## src/rtl/step_ctrl_pkg.sv

```systemverilog
// step_ctrl shared definitions: mode encodings, controller states,
// and the default length of the ID-digit sequence.
package step_ctrl_pkg;

    localparam logic [1:0] MODE_IDLE = 2'b00;
    localparam logic [1:0] MODE_MAN  = 2'b01;
    localparam logic [1:0] MODE_AUTO = 2'b10;
    localparam logic [1:0] MODE_SEEK = 2'b11;

    localparam int DEF_NUM_STATES = 9;

    typedef enum logic [2:0] {
        ST_IDLE,
        ST_MAN,
        ST_AUTO,
        ST_SEEK_ISSUE,
        ST_SEEK_WAIT,
        ST_GAP
    } ctrl_state_t;

endpackage

```

## src/rtl/btn_debounce.sv

```systemverilog
// Push-button conditioner: 2-flop synchronizer, stability counter,
// and a registered single-cycle pulse on each accepted rising edge.
module btn_debounce
    import step_ctrl_pkg::*;
#(
    parameter int DEBOUNCE_CYC = 1000000
) (
    input  logic clk,
    input  logic reset,
    input  logic btn,
    output logic rise
);

    localparam int CW = (DEBOUNCE_CYC > 1) ? $clog2(DEBOUNCE_CYC) : 1;
    localparam logic [CW-1:0] CNT_LAST = CW'(DEBOUNCE_CYC - 1);

    logic          sync0;
    logic          sync1;
    logic          level;
    logic [CW-1:0] cnt;

    // bring the raw button into the clk domain
    always_ff @(posedge clk) begin
        if (reset) begin
            sync0 <= 1'b0;
            sync1 <= 1'b0;
        end else begin
            sync0 <= btn;
            sync1 <= sync0;
        end
    end

    // accept a new level only after it has held for DEBOUNCE_CYC cycles
    always_ff @(posedge clk) begin
        if (reset) begin
            cnt   <= '0;
            level <= 1'b0;
            rise  <= 1'b0;
        end else begin
            rise <= 1'b0;
            if (sync1 == level) begin
                cnt <= '0;
            end else if (cnt == CNT_LAST) begin
                cnt   <= '0;
                level <= sync1;
                rise  <= sync1;
            end else begin
                cnt <= cnt + 1'b1;
            end
        end
    end

endmodule

```

## src/rtl/step_ctrl.sv

```systemverilog
// Advance-pulse sequencer for the ID-digit fsm (manual/auto/seek).
// Build option STEP_CTRL_AUTO_LAP_EN: auto mode stops after one lap.
module step_ctrl
    import step_ctrl_pkg::*;
#(
    parameter int TICK_DIV     = 50000000,
    parameter int DEBOUNCE_CYC = 1000000,
    parameter int NUM_STATES   = DEF_NUM_STATES,
    parameter int CNT_W        = 8
) (
    input  logic             clk,
    input  logic             reset,
    input  logic             btn_step,
    input  logic [1:0]       mode,
    input  logic             seek_start,
    input  logic [3:0]       target_state,
    input  logic [3:0]       fsm_state,
    output logic             advance,
    output logic             busy,
    output logic             seek_done,
    output logic             seek_err,
    output logic [CNT_W-1:0] step_count
`ifdef STEP_CTRL_AUTO_LAP_EN
    ,
    output logic             lap_done
`endif
);

    localparam int TW = $clog2(TICK_DIV);
    localparam logic [TW-1:0] TICK_LAST = TW'(TICK_DIV - 1);
    localparam int SW = $clog2(NUM_STATES + 1);
    localparam logic [SW-1:0] SEEK_MAX = SW'(NUM_STATES);

    ctrl_state_t   state;
    ctrl_state_t   state_nxt;
    logic [TW-1:0] tick;
    logic [3:0]    target_q;
    logic [SW-1:0] seek_cnt;
    logic          btn_rise;
    logic          seek_go;
    logic          err_set;
    logic          tgt_bad;
    logic          auto_ok;

    btn_debounce #(
        .DEBOUNCE_CYC(DEBOUNCE_CYC)
    ) u_debounce (
        .clk  (clk),
        .reset(reset),
        .btn  (btn_step),
        .rise (btn_rise)
    );

    assign tgt_bad = {28'd0, target_state} >= 32'(NUM_STATES);
    assign busy    = (state != ST_IDLE);

`ifdef STEP_CTRL_AUTO_LAP_EN
    logic adv_d;
    logic lap_lock;

    // remember the auto advance and hold auto off until mode re-enters
    always_ff @(posedge clk) begin
        if (reset) begin
            adv_d    <= 1'b0;
            lap_lock <= 1'b0;
        end else begin
            adv_d <= advance && (state == ST_AUTO);
            if (lap_done) begin
                lap_lock <= 1'b1;
            end else if (mode != MODE_AUTO) begin
                lap_lock <= 1'b0;
            end
        end
    end

    assign auto_ok = !lap_lock;
`else
    assign auto_ok = 1'b1;
`endif

    // controller state register
    always_ff @(posedge clk) begin
        if (reset) begin
            state <= ST_IDLE;
        end else begin
            state <= state_nxt;
        end
    end

    // next state, advance pulse and seek strobes
    always_comb begin
        state_nxt = state;
        advance   = 1'b0;
        seek_done = 1'b0;
        seek_go   = 1'b0;
        err_set   = 1'b0;
`ifdef STEP_CTRL_AUTO_LAP_EN
        lap_done  = 1'b0;
`endif
        case (state)
            ST_IDLE: begin
                if (mode == MODE_MAN) begin
                    state_nxt = ST_MAN;
                end else if (mode == MODE_AUTO && auto_ok) begin
                    state_nxt = ST_AUTO;
                end else if (mode == MODE_SEEK && seek_start) begin
                    seek_go = 1'b1;
                    if (tgt_bad) begin
                        err_set = 1'b1;
                    end else if (target_state == fsm_state) begin
                        state_nxt = ST_SEEK_WAIT;
                    end else begin
                        state_nxt = ST_SEEK_ISSUE;
                    end
                end
            end
            ST_MAN: begin
                if (mode != MODE_MAN) begin
                    state_nxt = ST_IDLE;
                end else if (btn_rise) begin
                    advance   = 1'b1;
                    state_nxt = ST_GAP;
                end
            end
            ST_GAP: begin
                state_nxt = (mode == MODE_MAN) ? ST_MAN : ST_IDLE;
            end
            ST_AUTO: begin
`ifdef STEP_CTRL_AUTO_LAP_EN
                if (adv_d && fsm_state == 4'd0) begin
                    lap_done  = 1'b1;
                    state_nxt = ST_IDLE;
                end else
`endif
                if (mode != MODE_AUTO) begin
                    state_nxt = ST_IDLE;
                end else if (tick == TICK_LAST) begin
                    advance = 1'b1;
                end
            end
            ST_SEEK_ISSUE: begin
                advance   = 1'b1;
                state_nxt = ST_SEEK_WAIT;
            end
            ST_SEEK_WAIT: begin
                if (fsm_state == target_q) begin
                    seek_done = 1'b1;
                    state_nxt = ST_IDLE;
                end else if (seek_cnt < SEEK_MAX) begin
                    state_nxt = ST_SEEK_ISSUE;
                end else begin
                    err_set   = 1'b1;
                    state_nxt = ST_IDLE;
                end
            end
            default: begin
                state_nxt = ST_IDLE;
            end
        endcase
    end

    // auto tick divider, held at zero outside AUTO
    always_ff @(posedge clk) begin
        if (reset || state != ST_AUTO) begin
            tick <= '0;
        end else if (tick == TICK_LAST) begin
            tick <= '0;
        end else begin
            tick <= tick + 1'b1;
        end
    end

    // seek target, advance budget and sticky error flag
    always_ff @(posedge clk) begin
        if (reset) begin
            target_q <= 4'd0;
            seek_cnt <= '0;
            seek_err <= 1'b0;
        end else if (seek_go) begin
            target_q <= target_state;
            seek_cnt <= '0;
            seek_err <= err_set;
        end else begin
            if (state == ST_SEEK_ISSUE) begin
                seek_cnt <= seek_cnt + 1'b1;
            end
            if (err_set) begin
                seek_err <= 1'b1;
            end
        end
    end

    // running total of advances, wrapping at 2^CNT_W
    always_ff @(posedge clk) begin
        if (reset) begin
            step_count <= '0;
        end else if (advance) begin
            step_count <= step_count + 1'b1;
        end
    end

endmodule
```

## config.mk

```make
export PLATFORM = sky130hd
export DESIGN_NAME = step_ctrl
export DESIGN_NICKNAME = d
export VERILOG_FILES = /design/src/rtl/step_ctrl_pkg.sv /design/src/rtl/btn_debounce.sv /design/src/rtl/step_ctrl.sv
export SDC_FILE = /design/constraint.sdc
export NUM_CORES = 1
export LEC_CHECK = 0
export ABC_AREA = 1
export ABC_CLOCK_PERIOD_IN_PS = 1500
export CAP_MARGIN = 30
export CORE_ASPECT_RATIO = 0.6
export CORE_MARGIN = 2
export CORE_UTILIZATION = 57
export DETAILED_ROUTE_END_ITERATION = 7
export DONT_BUFFER_PORTS = 1
export HOLD_SLACK_MARGIN = 0.03
export PLACE_DENSITY = 0.76
export SLEW_MARGIN = 20
export SYNTH_ARGS = -nofsm -noshare
export SYNTH_HDL_FRONTEND = slang
export SYNTH_HIERARCHICAL = 1
export SYNTH_SLANG_ARGS = --single-unit
```

## constraint.sdc

```tcl
create_clock -name clk -period 1.5 [get_ports clk]
set_input_delay 0.3 -clock clk [delete_from_list [all_inputs] [get_ports clk]]
set_output_delay 0.3 -clock clk [all_outputs]
set_load 0.03 [all_outputs]
```

After elaboration in Yosys (flattened, before gate mapping)
Index checks and enable logic that the tools add are counted.
{ "classes": {"magnitude_cmp": 2, "eq_ne": 20, "reduce_logical": 11, "addsub": 4, "n_bitwise": 2, "n_mux": 32} }
{ "ops": {"columns": ["op", "count"], "rows": [
  ["adder 26 x 1 -> 26 bit, second input constant", 1],
  ["equality test 26 bit, second input constant", 1],
  ["two-way mux 3 bit", 8],
  ["adder 20 x 1 -> 20 bit, second input constant", 1],
  ["equality test 20 bit, second input constant", 1],
  ["two-way mux 1 bit", 19],
  ["one-hot mux 3 bit (6 select lines)", 1],
  ["adder 8 x 1 -> 8 bit, second input constant", 1],
  ["equality test 4 bit", 2],
  ["inequality test 4 bit, second input constant", 2],
  ["equality test 3 x 2 -> 1 bit, second input constant", 2],
  ["equality test 3 bit, second input constant", 2],
  ["inequality test 3 x 2 -> 1 bit, second input constant", 2],
  ["OR reduction 3 bit", 2],
  ["adder 4 x 1 -> 4 bit, second input constant", 1],
  ["equality test 2 bit, second input constant", 2],
  ["greater-or-equal comparator 4 bit, second input constant", 1],
  ["< comparator 4 bit, second input constant", 1],
  ["two-way mux 2 bit", 2],
  ["inequality test 2 bit, second input constant", 2],
  ["AND reduction 4 bit", 1],
  ["OR reduction 2 bit", 2],
  ["equality test 3 x 1 -> 1 bit, second input constant", 1],
  ["logical NOT 3 bit", 1],
  ["other kinds (11)", 12]
]} }
{ "totals": {"input_bits": 14, "reg_bits": 70, "word_cells": 82} }

Longest topological paths before layout
{ "depth": {"ltp_word": 8, "mapped_depth": 11, "depth_no_buf": 10} }

By module
The synthesis kept the hierarchy.
{ "by_module_without_submodules": {"columns": ["mod", "area_each_um2", "cells_per_inst", "n_inst", "seq_area_each_um2"], "rows": [
  ["step_ctrl", 2657.5, 406, 1, 920.9],
  ["btn_debounce", 1255.0, 186, 1, 480.5]
]} }

Least setup slack after synthesis
OpenSTA, ideal clock, no wires.
{ "synth_timing": {"path_type": "register to output", "start": "reg tick[0]", "end": "out advance", "required_ns": 1.200, "arrival_ns": 1.271, "path_stages_with_launch": 9, "setup_slack_ns": -0.071, "cell_sequence": "dfxtp_1 > ha_1 > nand2_1 > nor2_4 > nand2_4 > nor2_4 > nand3_4 > nand2_4 > buf_8"} }
{ "synth_via": {"elab_chain_len": 4} }
{ "synth_lines": {"columns": ["element", "line", "text"], "rows": [
  ["start, declared", "step_ctrl.sv:36", "logic [TW-1:0] tick;"],
  ["start signal, assigned", "step_ctrl.sv:169", "tick <= tick + 1'b1;"],
  ["equality test 26 bit", "step_ctrl.sv:137", "end else if (tick == TICK_LAST) begin"],
  ["two-way mux 1 bit", "step_ctrl.sv:137", null],
  ["two-way mux 1 bit", "step_ctrl.sv:135", "if (mode != MODE_AUTO) begin"],
  ["one-hot mux 1 bit (3 select lines)", "step_ctrl.sv:100", "case (state)"],
  ["end, declared", "step_ctrl.sv:18", "output logic advance,"]
]} }
Every way passes these cells.

Final worst setup path
{ "layout_timing": {"start": "reg tick[1]", "end": "out advance"} }
The elaborated chain is that of the path after synthesis.

==> results.ini <==
[outcome]
status = finished with violations
violations = setup timing

[synthesis]
ys_seq_elements = 70
syn_area_per_cell_sq_um = 6.61
synth_nets = 611
yosysSeqAreaShare_pct = 35.8
synthDistinctLibCells = 39
syn-cell-area_sq_um = 3910
synthCells = 592
synth_largest_area_cell = dfxtp_1
yosysWarnings = 6
ys_top_cells_by_area = dfxtp_1 (36%), nand2_1 (15%), nor2_1 (10%), inv_1 (6.5%), a21oi_1 (4.6%)
synth_top_area_share_pct = 35.8

[cells_and_area]
layout_common_cells = nand2_1 (139), nor2_1 (98), inv_1 (61)
num-nets-final = 661
final_common_cell = nand2_1
antenna_cells = 0
drive_gt1_share_pct = 24.9
areaGrowthSynthToFinish_pct = 25.3
fin_util_pct = 73.7

[clock_tree]
h-tree-depth = 3
root_buffer = clkbuf_16
clk_latency_ps = 330
cts_tree = built
cts_buffer_depth = 2
cts_buffers = 9
clock_sinks = 70
clk_pin_slew_worst_paths_ps = 60

[global_routing]
grt_pass1_vias = 3468
grt_max_degree = 27
grt_usage_pct = 26.1
grt_pass1_wl_um = 15600
antenna_found_initial = 0
grt.overflow.total = 0

[setup_path]
r2r_cells = 11
crit_required_ps = 1200
critPathKind = reg2out
crit_path_max_fanout = 7
setup.worst_path.start_class = flip-flop
cp.arrival_ps = 1450
crit_path_end_kind = output port

[sta]
timing.hold.ws_ps = 126
max_freq_ghz = 0.571
slew_headroom_pct = 73.6
setup_viol = 13
fin_skew_ps = 5.76
timing.final.crit_period_ps = 1750
hold_viol = 0
rsz0062_at_grt = yes
fin_ws_ps = -251
drv_slew = 0
min_period_over_period_pct = 117
tightest_slew_ps = 395

[detailed_routing]
drt_iter0_markers = 369
routed_wl_um = 9920
dr.pass1.iters = 5
viasPerCell = 5.34
vias = 3919
wl_per_cell_um = 13.5
drc = 0
drtAntennaViolNets = 0

[placement]
portBuffers = 0
place_ws_ps = -77.7
gp_congestion = 0.951
hpwl_um = 7010

[hold_path]
hold_path_depth = 2
min_path_type = in2reg

[die]
ioPinCount = 26
die_area_sq_um = 7560
core_sq_um = 6650
die_y_um = 68.2
num_rows = 23
die_w_um = 111
start_util_pct = 58.9

[pwr]
peakVddDrop_uv = 722
cellPowerDensity_nw_per_um2 = 1030
p_total_mw = 5.06
leakagePower_nw = 1.87

[run]
cap_violations = 0

cell usage after synthesis (all sizes together):
cell	n
nor4	1
o21ai	9
nor2	117
nand2	159
o21bai	2
dfxtp	70
nand4	15
inv	78
o22ai	1
a21oi	38
xnor2	6
ha	5
nand3b	1
nand3	39
or2	9
clkbuf	1
o31ai	2
a211oi	1
nor3	13
buf	6
and2	1
xor2	15
nor2b	1
nor3b	2
sequential cells by signal, indices dropped and copies added (netlist names):
register,count
seek_cnt,4
seek_err,1
state,3
step_count,8
target_q,4
tick,26
u_debounce/cnt,20
u_debounce/level,1
u_debounce/rise,1
u_debounce/sync0,1
u_debounce/sync1,1
final cells by class:
class	instances	area (sq um)
fill	501	1750
tap	87	109
clock inverter	5	106
sequential	70	1430
inverter	78	297
multi-input combinational	438	2340
clock buffer	11	243
timing repair buffer	45	374
cell families (layout without fill, tap and decap cells):
logic type	count (synthesis)	in the layout	synth area share (%)
compound gates	53	53	7.32
xor+xnor	21	21	4.70
fa+ha+maj	5	5	1.60
buf+inv	85	139	8.86
flops	70	70	35.8
simple gates	358	359	41.7
metrics by stage:
stage | setup TNS (ps) | instance area, sq um | instances
final | -1170 | 4900 | 734
after global routing | -2690 | 4900 | 734
after CTS | -349 | 4680 | 724
after detailed placement | -453 | 4240 | 703
after global placement | -13.1 | 4240 | 703
after floorplan | -41.8 | 3920 | 592
worst max-delay path, cell delays in order (launching register included):
cell	delay (ps)
dfxtp_2	350
ha_4	150
nand2_4	50
nor2_4	130
nand2_4	70
nor2_4	110
nand3_4	110
nand2_8	130
power by group:
group / internal [mW] / switching, mW
Combinational: 0.212 / 0.433
Sequential: 1.91 / 0.0403
Clock: 1.67 / 0.797
final timing paths:
check	endpoint	from	slack (ps)
max	advance	tick[1]	-250
min	u_debounce/sync0	btn_step	130
max reg2reg	step_count[2]	tick[1]	-110
min reg2reg	u_debounce/sync1	u_debounce/sync0	400
layer usage:
metal	vias up	track usage (%)	part of all wire, %	routed length, um
met5	-	0	0	0
met4	0	9.38	1.9	184
met3	24	6.82	8.8	872
met2	150	39.8	43	4220
met1	1778	36.2	47	4650
li1	1967	-	-	-
repair_timing:
item                                    CTS  global route
hold buffers                              2             1
endpoints found under the hold margin     5             1
cloned                                    1             0
pin swaps                                 5            20
gates resized for setup                  14            54
endpoints found under the setup margin   14            46
buffers inserted                          2            10
Power figures use the tool's default switching activity.
